**config.mk**
```make
export PLATFORM = sky130hd
export DESIGN_NAME = keypad_matrix_scanner
export DESIGN_NICKNAME = d
export VERILOG_FILES = /design/src/rtl/keypad_matrix_scanner.sv
export SDC_FILE = /design/constraint.sdc
export NUM_CORES = 1
export LEC_CHECK = 0
export CORE_ASPECT_RATIO = 0.6
export CORE_MARGIN = 2
export CORE_UTILIZATION = 35
export DETAILED_ROUTE_END_ITERATION = 10
export DONT_BUFFER_PORTS = 1
export PLACE_DENSITY_LB_ADDON = 0.05
export SLEW_MARGIN = 20
export SYNTH_ARGS = -nofsm -noshare
export SYNTH_HDL_FRONTEND = slang
export SYNTH_SLANG_ARGS = --single-unit
```
**constraint.sdc**
```tcl
create_clock -name clk -period 4.15 [get_ports clk]
set_clock_uncertainty 0.05 [all_clocks]
set_input_delay 0.6225 -clock clk [delete_from_list [all_inputs] [get_ports clk]]
set_output_delay 0.6225 -clock clk [all_outputs]
set_load 0.03 [all_outputs]
```
**src/rtl/keypad_matrix_scanner.sv**
```systemverilog
// -----------------------------------------------------------------------------
// keypad_matrix_scanner
//
// Scans a 4x4 passive matrix keypad. One column is driven low at a time and the
// pulled-up row lines are sampled. Rows are synchronised, one full 16-key scan
// vector is assembled, and a small FSM debounces it over whole scans. A single
// accepted key is reported as a 4-bit code, with a one-clk valid strobe and a
// held "pressed" level.
//
// Parameters
//   COUNTER_BITS   : prescaler width; one column slot lasts 2^COUNTER_BITS clks
//   DEBOUNCE_SCANS : identical consecutive scans needed to accept a press or a
//                    release (1..15)
//
// Ports
//   clk         in   system clock
//   nreset      in   asynchronous active-low reset
//   rows[3:0]   in   row lines, active low, asynchronous to clk
//   cols[3:0]   out  column drive, active low, exactly one bit low
//   key_code    out  accepted key, 4*row + col (held after release)
//   key_valid   out  one-clk pulse when a new press is accepted
//   key_pressed out  high while the accepted key is held
// -----------------------------------------------------------------------------
module keypad_matrix_scanner #(
  parameter int COUNTER_BITS   = 18,
  parameter int DEBOUNCE_SCANS = 3
) (
  input  logic       clk,
  input  logic       nreset,
  input  logic [3:0] rows,
  output logic [3:0] cols,
  output logic [3:0] key_code,
  output logic       key_valid,
  output logic       key_pressed
);

  localparam logic [3:0] DEB_N = 4'(DEBOUNCE_SCANS);

  typedef enum logic [1:0] {
    S_IDLE        = 2'd0,
    S_DEB_PRESS   = 2'd1,
    S_PRESSED     = 2'd2,
    S_DEB_RELEASE = 2'd3
  } state_t;

  logic [3:0]              r_rows_p0;
  logic [3:0]              r_rows_p1;
  logic [COUNTER_BITS-1:0] r_presc;
  logic [1:0]              r_col;
  logic [3:0]              r_cols;
  logic [15:0]             r_scan;
  state_t                  r_state;
  logic [3:0]              r_cnt;
  logic [3:0]              r_cand;
  logic [3:0]              r_key_code;
  logic                    r_key_valid;
  logic                    r_key_pressed;

  logic                    w_tick;
  logic                    w_scan_done;
  logic [1:0]              w_col_next;
  logic [15:0]             w_scan_next;
  logic                    w_empty;
  logic                    w_multi;
  logic                    w_single;
  logic                    w_seen;
  logic [3:0]              w_cand;
  logic [3:0]              w_cnt_inc;

  // ---- stage p0/p1: two-flop row synchroniser (idles at "no row pulled low")
  always_ff @(posedge clk or negedge nreset) begin
    if (!nreset) begin
      r_rows_p0 <= 4'b1111;
      r_rows_p1 <= 4'b1111;
    end else begin
      r_rows_p0 <= rows;
      r_rows_p1 <= r_rows_p0;
    end
  end

  // ---- column timing: free-running prescaler, one tick per column slot
  assign w_tick      = &r_presc;
  assign w_scan_done = w_tick && (r_col == 2'd3);
  assign w_col_next  = r_col + 2'd1;

  always_ff @(posedge clk or negedge nreset) begin
    if (!nreset) begin
      r_presc <= '0;
      r_col   <= 2'd0;
      r_cols  <= 4'b1110;
      r_scan  <= 16'h0000;
    end else begin
      r_presc <= r_presc + COUNTER_BITS'(1);
      if (w_tick) begin
        r_scan <= w_scan_next;
        r_col  <= w_col_next;
        r_cols <= ~(4'b0001 << w_col_next);
      end
    end
  end

  // Scan vector with the current column's rows merged in; on scan_done this is
  // the completed vector the FSM judges, so no extra cycle of latency.
  always_comb begin
    w_scan_next = r_scan;
    for (int r = 0; r < 4; r++) begin
      w_scan_next[4*r + int'(r_col)] = ~r_rows_p1[r];
    end
  end

  // ---- classify the completed scan: empty / single key / several keys
  always_comb begin
    w_seen  = 1'b0;
    w_multi = 1'b0;
    w_cand  = 4'd0;
    for (int i = 0; i < 16; i++) begin
      if (w_scan_next[i]) begin
        if (w_seen) w_multi = 1'b1;
        w_seen = 1'b1;
        w_cand = 4'(i);
      end
    end
  end

  assign w_empty   = ~w_seen;
  assign w_single  = w_seen && !w_multi;
  assign w_cnt_inc = r_cnt + 4'd1;

  // ---- debounce FSM, evaluated once per completed scan; outputs registered
  always_ff @(posedge clk or negedge nreset) begin
    if (!nreset) begin
      r_state       <= S_IDLE;
      r_cnt         <= 4'd0;
      r_cand        <= 4'd0;
      r_key_code    <= 4'd0;
      r_key_valid   <= 1'b0;
      r_key_pressed <= 1'b0;
    end else begin
      // Scans complete at most once every 4 clks, so this default keeps the
      // strobe to a single clk and never back-to-back.
      r_key_valid <= 1'b0;
      if (w_scan_done) begin
        case (r_state)
          S_IDLE: begin
            if (w_single) begin
              r_cand <= w_cand;
              if (DEB_N == 4'd1) begin
                r_cnt         <= 4'd0;
                r_key_code    <= w_cand;
                r_key_valid   <= 1'b1;
                r_key_pressed <= 1'b1;
                r_state       <= S_PRESSED;
              end else begin
                r_cnt   <= 4'd1;
                r_state <= S_DEB_PRESS;
              end
            end
          end

          S_DEB_PRESS: begin
            if (w_single) begin
              if (w_cand == r_cand) begin
                if (w_cnt_inc == DEB_N) begin
                  r_cnt         <= 4'd0;
                  r_key_code    <= r_cand;
                  r_key_valid   <= 1'b1;
                  r_key_pressed <= 1'b1;
                  r_state       <= S_PRESSED;
                end else begin
                  r_cnt <= w_cnt_inc;
                end
              end else begin
                // A different single key restarts the count on the new key.
                r_cand <= w_cand;
                r_cnt  <= 4'd1;
              end
            end else begin
              r_cnt   <= 4'd0;
              r_state <= S_IDLE;
            end
          end

          S_PRESSED: begin
            // Extra keys while held are ignored: no rollover.
            if (w_empty) begin
              if (DEB_N == 4'd1) begin
                r_cnt         <= 4'd0;
                r_key_pressed <= 1'b0;
                r_state       <= S_IDLE;
              end else begin
                r_cnt   <= 4'd1;
                r_state <= S_DEB_RELEASE;
              end
            end
          end

          S_DEB_RELEASE: begin
            if (w_empty) begin
              if (w_cnt_inc == DEB_N) begin
                r_cnt         <= 4'd0;
                r_key_pressed <= 1'b0;
                r_state       <= S_IDLE;
              end else begin
                r_cnt <= w_cnt_inc;
              end
            end else begin
              // Contact bounce on release: back to held, no new strobe.
              r_cnt   <= 4'd0;
              r_state <= S_PRESSED;
            end
          end

          default: begin
            r_cnt   <= 4'd0;
            r_state <= S_IDLE;
          end
        endcase
      end
    end
  end

  assign cols        = r_cols;
  assign key_code    = r_key_code;
  assign key_valid   = r_key_valid;
  assign key_pressed = r_key_pressed;

endmodule

```
==> run metrics <==
outcome=finished, final reports clean; DRC errors left=0; clock tree buffer depth=2; dpl hpwl=5800 microns; Synth Flop Type=dfrtp_1; Final Non-Filler Cells=490; WP data arrival=3.92 ns; # rows=28; Final Hold Fails=0; Comb pwr share=between 3 and 4%; Skew-Pair Late Insertion Delay=0.33 ns; Mean Syn Cell Area=roughly 10 sq um; diode count=0; Final #Nets=363; asr flop ratio synth=between 90% and 100%; most instantiated library cell after synthesis=dfrtp_1; cell-internal power=around 1.1 mW; Netlist cell types=67; leading area contributor after synthesis=dfrtp_1; P_sw=327 uW; xor/xnor share of the synthesized area=5.11%; die height=between 80 and 90 microns; via count=2545; clock share of power=50.2%; largest family of logic cells by synthesized area=compound AO/OA/AOI/OAI gates; Sequential Power Share=approximately 46%; synth cell count leaders=53 x dfrtp_1, 33 x nand2_1, 24 x o21ai_0, 23 x nor2_1, 20 x inv_1; Total Power=1.38 mW; final core area utilization=about two fifths; maxcap violations=0; WL final=about 8200 microns; I/O pin total=16; Hold WC Path Type=in -> async; leakage=between 1.5 and 2 nW; RSZ-0062 raised after global routing=false; GPL Wtd Cong=0.851; CTS sink count=between 60 and 70; initial antenna violation count=0; initial drt markers=207; Final setup viols=0; Setup crit end kind=flip-flop; cell count after synthesis=roughly 350; Synth Area in Adders=under 10%; post-route ant nets=0; worst-path fanout max=15; crit start category=flip-flop; mux cell area share after synthesis=3.51%; Post-Synth Simple-Gate Area=19.5%; Final Critical Period=3.76 ns; Yosys reg bits=64; grt total ovfl=0; Clock Pin Slew Worst Setup and Hold Paths=~0.060 ns; clk root buf=clkbuf_16; H-Tree Depth=3; Via density=5.19; critical path type=reg -> reg; first-pass GRT wire length=between 10000 and 15000 microns; synth-to-layout area growth=11.5%; all-layer global routing usage=approximately 17%; IO buf count=0; Slew Viols, Final=0; post-CTS sizing=0; largest cells by area after synthesis=dfrtp_1 37%, dfstp_2 8.0%, xnor2_1 3.6%; Die Area=11100 sq um; vias in the first global route=between 2000 and 3000; Syn. warnings=0; share of the synthesized area in the top cell type=between 30% and 40%; layout cells sized above 1=18.0%; required time of the worst setup path=4.31 ns; placed insts=473; slew margin rel.=57.1%; CTS buffer count=9; maximum clock frequency=approximately 0.27 GHz; Cell Area, Synth=3600 sq um; DRT Pass-1 Iters=4; Synth Net Count=359; core box area=9910 sq um; Synth Area in Compound Gates=20.5%; Initial Util=36.3%; actual slew at the worst max-slew pin=0.644 ns; Power per Cell Area=roughly 340 nW/um^2; final worst-path cycle share=90.6%; VDD IR-drop max=0.000184 V; Switching Fraction=23.7%; CTS tree=done; Die X=135 microns; largest net degree at the start of global routing=54; DR WL/cell=16.7 microns; post-route setup TNS=0 ns; EDFF count, synth=0; sequential element share of the synthesized area=44.9%
[through the flow]
step | area [sq um] | worst slack, ns | hold slack [ns]
floorplan | 3600 | 1.21 | 0.277
global placement | 3710 | 0.481 | 0.279
detailed placement | 3710 | 0.462 | 0.279
CTS | 4010 | 0.421 | 0.0675
global route | 4010 | 0.109 | 0.0593
finish | 4010 | 0.391 | 0.0796
[metal layers]
metal / vias up / track usage [%] / share of wire, %
met5: - / 0 / 0
met4: 0 / 5.79 / 1.2
met3: 12 / 5.56 / 5.5
met2: 57 / 22.5 / 39
met1: 1205 / 24.4 / 54
li1: 1271 / - / -
[placed cells by master (no fill, tap or decap), types with 4 or more instances in the layout]
cell type	Yosys	final
a21oi_1	11	11
a31oi_1	7	7
and3_1	4	4
and4_1	4	4
clkbuf_16	0	9
dfrtp_1	53	53
dfstp_2	11	11
ha_1	7	7
inv_1	20	20
mux2_4	5	5
mux2i_1	4	4
nand2_1	33	33
nand2b_1	11	11
nand3_1	9	9
nand4_1	6	6
nor2_1	23	23
nor2b_1	5	5
o211ai_1	5	5
o21ai_0	24	24
xnor2_1	15	15
xor2_1	6	6
[power groups by stage]
stage	Sequential (mW)	Clock, mW	Combinational (mW)
final	0.639	0.693	0.0471
after CTS	0.639	0.715	0.0482
after detailed placement	0.650	0	0.0336
after floorplan	0.644	0	0.0314
after global placement	0.650	0	0.0336
after global routing	0.639	0.746	0.0523
[registers in the layout (all words and copies together), names as in the netlist]
name	cells
cols	4
key_code	4
key_pressed	1
key_valid	1
r_cand	4
r_cnt	4
r_col	2
r_presc	18
r_rows_p0	4
r_rows_p1	4
r_scan	16
r_state	2
[critical path, cell delays in order (launching register included)]
cell and delay, ns:
dfrtp_1 0.40, inv_1 0.12, ha_1 0.58, nand2b_1 0.30, o211ai_2 0.21, nor4_1 0.52
a21oi_1 0.18, a211oi_2 0.27, nand2_1 0.18, a311oi_4 0.48, mux2_4 0.34
[final timing paths]
kind	from	end	cells past startpoint	slack (ns)
min	nreset	cols[2]$_DFFE_PN1P_	0	0.08
max reg2reg	r_col[0]$_DFFE_PN0P_	r_cand[2]$_DFFE_PN0P_	10	0.39
max	r_col[0]$_DFFE_PN0P_	r_cand[2]$_DFFE_PN0P_	10	0.39
min reg2reg	r_rows_p0[2]$_DFF_PN1_	r_rows_p1[2]$_DFF_PN1_	0	0.30
min in group clk	rows[1]	r_rows_p0[1]$_DFF_PN1_	0	0.24
max in group asynchronous	nreset	r_cand[3]$_DFFE_PN0P_	1	3.70
[timing repair]
action,in CTS,in global routing
hold buffers,1,0
setup buffers,0,0
hold endpoints to repair,53,0
setup endpoints to repair,0,0
[cells by family after synthesis]
kind of cell / after synthesis
compound gates: 92
xor+xnor: 21
fa+ha+maj: 7
buf+inv: 30
flops: 64
mux: 10
simple gates: 122
[cell type report]
cell class              count  area [sq um]
inverters                  20          75.1
flip-flops and latches     64          1620
repair buffers              3          42.5
clock buffers               9           225
clock inverters             7          47.5
multi-input cells         252          1840
well taps                 135           169
fillers                   968          5900
(Power assumes the default switching activity.)
